$ cat config.mk
export PLATFORM = sky130hd
export DESIGN_NAME = cluster_clock_gating_ctrl
export DESIGN_NICKNAME = d
export VERILOG_FILES = /design/src/rtl/cluster_clock_gating_ctrl.sv
export SDC_FILE = /design/constraint.sdc
export NUM_CORES = 1
export LEC_CHECK = 0
export ABC_AREA = 1
export ABC_CLOCK_PERIOD_IN_PS = 2830
export BUFFER_PORTS_ARGS = -buffer_cell sky130_fd_sc_hd__buf_4
export CAP_MARGIN = 40
export CORE_MARGIN = 5
export CORE_UTILIZATION = 50
export CTS_CLUSTER_DIAMETER = 40
export DETAILED_ROUTE_END_ITERATION = 10
export PLACE_DENSITY = 0.72
export REMOVE_ABC_BUFFERS = 1
export SYNTH_ARGS = -nofsm -noshare
export SYNTH_HDL_FRONTEND = slang
export SYNTH_SLANG_ARGS = --single-unit
export TNS_END_PERCENT = 30
$ cat constraint.sdc
create_clock -name clk_i -period 2.83 [get_ports clk_i]
set_clock_uncertainty 0.2 [all_clocks]
set_input_delay 0.1415 -clock clk_i [delete_from_list [all_inputs] [get_ports clk_i]]
set_output_delay 0.1415 -clock clk_i [all_outputs]
set_load 0.1 [all_outputs]
$ cat src/rtl/cluster_clock_gating_ctrl.sv
// Multi-channel clock-gating controller: per-channel idle/wake FSM, latch-based
// glitch-free clock gate and a saturating gated-cycle counter for each channel.
module cluster_clock_gating_ctrl #(
    parameter int NCH         = 4,
    parameter int IDLE_CYCLES = 8,
    parameter int WAKE_CYCLES = 2,
    parameter int STAT_W      = 32,
    parameter bit BYPASS      = 1'b0
) (
    input  logic                    clk_i,
    input  logic                    rst_i,
    input  logic [NCH-1:0]          act_i,
    input  logic [NCH-1:0]          auto_en_i,
    input  logic                    test_en_i,
    input  logic                    stat_clr_i,
    output logic [NCH-1:0]          gate_en_o,
    output logic [NCH-1:0]          rdy_o,
    output logic [NCH-1:0]          gated_o,
    output logic [NCH*STAT_W-1:0]   stat_o,
    output logic [NCH-1:0]          clk_o
);

    localparam int IW = $clog2(IDLE_CYCLES);
    localparam int WW = $clog2(WAKE_CYCLES + 1);

    typedef enum logic [1:0] {
        ST_ON   = 2'd0,
        ST_IDLE = 2'd1,
        ST_OFF  = 2'd2,
        ST_WAKE = 2'd3
    } state_e;

    for (genvar c = 0; c < NCH; c++) begin : g_ch
        state_e              state_q, state_d;
        logic [IW-1:0]       idle_cnt_q, idle_cnt_d;
        logic [WW-1:0]       wake_cnt_q, wake_cnt_d;
        logic [STAT_W-1:0]   stat_q, stat_d;
        logic                gate_en_q, gate_en_d;
        logic                rdy_q, rdy_d;
        logic                gated_q, gated_d;
        logic                wake_req;

        assign wake_req = act_i[c] | ~auto_en_i[c];

        always_comb begin
            state_d    = state_q;
            idle_cnt_d = idle_cnt_q;
            wake_cnt_d = wake_cnt_q;
            case (state_q)
                ST_ON: begin
                    if (!wake_req) begin
                        state_d    = ST_IDLE;
                        idle_cnt_d = IW'(1);
                    end
                end
                ST_IDLE: begin
                    if (wake_req) begin
                        state_d    = ST_ON;
                        idle_cnt_d = '0;
                    end else if (idle_cnt_q == IW'(IDLE_CYCLES - 1)) begin
                        state_d    = ST_OFF;
                        idle_cnt_d = '0;
                    end else begin
                        idle_cnt_d = idle_cnt_q + IW'(1);
                    end
                end
                ST_OFF: begin
                    if (wake_req) begin
                        state_d    = ST_WAKE;
                        wake_cnt_d = '0;
                    end
                end
                ST_WAKE: begin
                    // Activity is ignored here so a wake always completes its settling window
                    if (wake_cnt_q == WW'(WAKE_CYCLES - 1)) begin
                        state_d    = ST_ON;
                        wake_cnt_d = '0;
                    end else begin
                        wake_cnt_d = wake_cnt_q + WW'(1);
                    end
                end
                default: begin
                    state_d = ST_ON;
                end
            endcase
        end

        always_comb begin
            stat_d = stat_q;
            if (stat_clr_i) begin
                stat_d = '0;
            end else if (state_q == ST_OFF && stat_q != '1) begin
                stat_d = stat_q + STAT_W'(1);
            end
            gate_en_d = (state_d != ST_OFF);
            rdy_d     = (state_d == ST_ON) || (state_d == ST_IDLE);
            gated_d   = (state_d == ST_OFF);
        end

        always_ff @(posedge clk_i) begin
            if (rst_i) begin
                state_q    <= ST_ON;
                idle_cnt_q <= '0;
                wake_cnt_q <= '0;
                stat_q     <= '0;
                gate_en_q  <= 1'b1;
                rdy_q      <= 1'b1;
                gated_q    <= 1'b0;
            end else begin
                state_q    <= state_d;
                idle_cnt_q <= idle_cnt_d;
                wake_cnt_q <= wake_cnt_d;
                stat_q     <= stat_d;
                gate_en_q  <= gate_en_d;
                rdy_q      <= rdy_d;
                gated_q    <= gated_d;
            end
        end

        assign gate_en_o[c]                = gate_en_q;
        assign rdy_o[c]                    = rdy_q;
        assign gated_o[c]                  = gated_q;
        assign stat_o[c*STAT_W +: STAT_W]  = stat_q;

        if (BYPASS) begin : g_bypass
            assign clk_o[c] = clk_i;
        end else begin : g_gate
            logic en_latch;
            // rst_i keeps the clock running before gate_en_q has been initialised
            always_latch begin
                if (!clk_i) begin
                    en_latch = gate_en_q | test_en_i | rst_i;
                end
            end
            assign clk_o[c] = clk_i & en_latch;
        end
    end

endmodule

After elaboration in Yosys (flattened, before gate mapping)
Index checks and enable logic that the tools add are counted.
{"block": "op_classes", "mux": 56, "reduce_logical": 33, "eq_ne": 44, "add_sub_neg": 12, "n_bitwise": 20}
{"cell": "32-bit by 1-bit adder with 32-bit output (second input constant)", "n": 4}
{"cell": "32-bit != test (second input constant)", "n": 4}
{"cell": "2-bit 2-to-1 mux", "n": 28}
{"cell": "3-bit 2-to-1 mux", "n": 12}
{"cell": "2-bit one-hot mux with 4 select lines", "n": 4}
{"cell": "2-bit by 1-bit equality test with 1-bit output (second input constant)", "n": 12}
{"cell": "2-bit equality test (second input constant)", "n": 12}
{"cell": "2-bit != test (second input constant)", "n": 12}
{"cell": "3-bit one-hot mux with 2 select lines", "n": 4}
{"cell": "2-bit zero test", "n": 8}
{"cell": "2-bit one-hot mux with 2 select lines", "n": 4}
{"cell": "2-bit AND reduction", "n": 8}
{"cell": "2-bit nonzero test", "n": 8}
{"cell": "3-bit by 1-bit adder with 3-bit output (second input constant)", "n": 4}
{"cell": "3-bit equality test (second input constant)", "n": 4}
{"cell": "1-bit OR", "n": 12}
{"cell": "2-bit by 1-bit adder with 2-bit output (second input constant)", "n": 4}
{"cell": "1-bit bitwise AND", "n": 4}
{"cell": "1-bit logical AND", "n": 4}
{"cell": "1-bit logical OR", "n": 4}
{"cell": "1-bit 2-to-1 mux", "n": 4}
{"cell": "1-bit inverter", "n": 4}
{"cell": "2-bit OR reduction", "n": 1}
{"block": "word_totals", "inputBits": 12, "elab_cells": 197, "latch_bits": 4, "output_inout_bits": 144, "register_bits": 168}

Depth between registers and ports, before layout
{"block": "depth", "depth_word": 6, "mapped_depth": 11, "ltp_nobuf": 11}

==> results.json <==
{
  "drc_errors": 0,
  "total_power_uw": 5880,
  "hold_ws_ns": 0.235,
  "synth_edf_count": 0,
  "crit_arrival_ns": 2.66,
  "die_x_um": 152,
  "p_per_area_mw_per_mm2": 482,
  "drt_first_pass_iters": 5,
  "maxCapViolations": 0,
  "r2r_start": "g_ch[0].stat_q[0]",
  "post-synth-top-area-cell": "dfxtp_1",
  "min_to": "g_ch[2].wake_cnt_q[1]",
  "hpwl_um": 19300,
  "synth-seq-cells": 172,
  "grt_pass1_vias": 9334,
  "wl_per_cell_um": 12.7,
  "finalSetupViolations": 8,
  "die-area_mm2": 0.0230,
  "worstHoldStart": "g_ch[2].wake_cnt_q[1]",
  "violations": "setup timing",
  "fin_ws_ns": -0.169,
  "syn_inst": 1623,
  "overflow": 0,
  "io_pins": 156,
  "die_h_um": 152,
  "start_util_pct": 51.1,
  "worst-r2r-setup-slack_ns": 0.42,
  "row_count": 51,
  "start_kind": "latch",
  "reg2reg_depth": 10,
  "ir_drop_v": 0.000394,
  "synth_area_per_cell_um2": 6.19,
  "via_per_inst": 4.98,
  "netlist.area_leader.share_pct": 33.5,
  "synth_area_leaders": "dfxtp_1 (33%), nand2_1 (22%), nor2_1 (11%)",
  "synth_ff_type": "dfxtp_1",
  "grt_pass1_wl_um": 43800,
  "synth-async-reset-ratio_pct": 0,
  "antenna_found_initial": 0,
  "totalWireLength_um": 26200,
  "drive_gt1_share_pct": 13.8,
  "worst_pin_slew_ns": 0.721,
  "tritoncts": "yes",
  "synthesis.area_mm2": 0.0100,
  "grt_max_degree": 53,
  "diodes": 0,
  "routabilityCongestion": 0.907,
  "postRouteAntennaNets": 0,
  "rsz0062_at_grt": "yes",
  "slew_headroom_pct": 51.8,
  "areaGrowthSynthToFinish_pct": 21.4,
  "numPortBuffers": 155,
  "final_max_slew_viol_count": 0,
  "required_ns": 2.49,
  "whs_path_depth": 2,
  "regToRegEndpoint": "g_ch[0].stat_q[16]",
  "endpoint_kind": "output pin",
  "hold_violations": 0,
  "dr.first_iter.drc_count": 495,
  "synth_warnings": 0,
  "status": "finished, violations left",
  "setup_tns_ns": -0.599,
  "insertion_delay_ns": 0.54,
  "p_leak_uw": 0.00482,
  "path_clk_slew_ns": 0.07,
  "num_vias": 10278,
  "core_region_area_mm2": 0.0197,
  "hold_class": "flip-flop to flip-flop",
  "finalNetCount": 1808,
  "post_cts_buffers": 0,
  "critical_path_class": "latch to output pin",
  "grt_use_total_pct": 23.2,
  "path_max_fanout": 1,
  "synth_cell_types": 32
}
==> worst max-delay path, cell delays in order, from the launching register on <==
cell and delay, ns:
dlxtn_2 0.41, nand2_2 0.05, inv_2 0.07, buf_12 0.17
==> stage by stage <==
step                      setup WS, ns  util [%]  cells  cell area [µm²]
after global placement           0.344      57.3   2003            11300
after detailed placement         0.323      57.3   2003            11300
after floorplan                 -0.183         -   1574             9690
after global routing            -0.204      62.1   2063            12200
after CTS                       -0.167      62.1   2063            12200
final                           -0.169      62.1   2063            12200
==> layout by cell type, fill, tap and decap left out, types with 3 or more instances in the layout <==
master / n
a21oi_1: 106
buf_12: 4
buf_4: 160
clkbuf_16: 21
clkinv_4: 3
clkinvlp_4: 3
dfxtp_1: 168
dlygate4sd3_1: 23
ha_1: 12
inv_1: 149
inv_2: 8
inv_6: 6
nand2_1: 586
nand2_2: 8
nand2_4: 8
nand3_1: 65
nand4_1: 36
nor2_1: 290
nor2_2: 12
nor2_4: 6
nor2_8: 3
nor3_1: 14
nor3b_1: 4
o21ai_0: 28
xnor2_1: 19
xor2_1: 40
==> registers in the layout (all words and copies together), names as in the netlist <==
register / cells
g_ch.rdy_q: 4
g_ch.idle_cnt_q: 12
g_ch.state_q: 8
g_ch.stat_q: 128
g_ch.g_gate.en_latch: 4
g_ch.gated_q: 4
g_ch.wake_cnt_q: 8
g_ch.gate_en_q: 4
==> cell families (layout without fill, tap and decap cells) <==
group	count (synthesis)	after routing	synth area share [%]
buf+inv	207	382	9.51
compound gates	138	138	6.94
simple gates	1035	1035	42.8
xor+xnor	59	59	5.14
latches	4	4	0.598
fa+ha+maj	12	12	1.49
flops	168	168	33.5
==> cell type report <==
cell class,instances,area (µm²)
fillers,1929,7450
multi-input cells,1244,5680
flip-flops and latches,172,3430
repair buffers,183,1430
clock buffers,26,609
inverters,154,581
well taps,265,332
clock inverters,19,144
==> routing by layer <==
layer	global-route usage, %	part of all wire [%]	vias up
met5	0	0	-
met4	8.09	2.3	0
met3	3.87	5.0	42
met2	37.4	45	236
met1	31.5	47	4627
li1	-	-	5373
==> synth_stat cells, drive strengths merged, types with 12 or more instances <==
cell type / number
clkbuf: 17
dfxtp: 168
nor3: 14
a21oi: 106
nand4: 36
nand3: 65
xnor2: 19
nor2: 311
buf: 32
nand2: 603
inv: 158
ha: 12
o21ai: 29
xor2: 40
==> worst max path at each step <==
stage                                        from  cells past startpoint            endpoint
after floorplan                             rst_i                      3  g_ch[0].stat_q[10]
after global placement    g_ch[3].g_gate.en_latch                      3            clk_o[3]
after detailed placement  g_ch[3].g_gate.en_latch                      3            clk_o[3]
after CTS                 g_ch[3].g_gate.en_latch                      3            clk_o[3]
after global routing      g_ch[3].g_gate.en_latch                      3            clk_o[3]
final                     g_ch[3].g_gate.en_latch                      3            clk_o[3]
==> report_power, final <==
group / switching, µW / leakage [µW] / internal, µW
sequential: 8.24 / 0.00139 / 2410
clock: 1690 / 0.000387 / 1650
combinational: 74.9 / 0.00305 / 50.1
==> timing repair <==
item                                    4_1_cts  5_1_grt
pin swaps                                     3        1
gates cloned                                  0        0
endpoints found under the setup margin        8        8
resized for setup                            18        1
hold endpoints to repair                     72        0
hold buffers                                 23        0
Note: power is estimated with default switching activity, not from simulation.
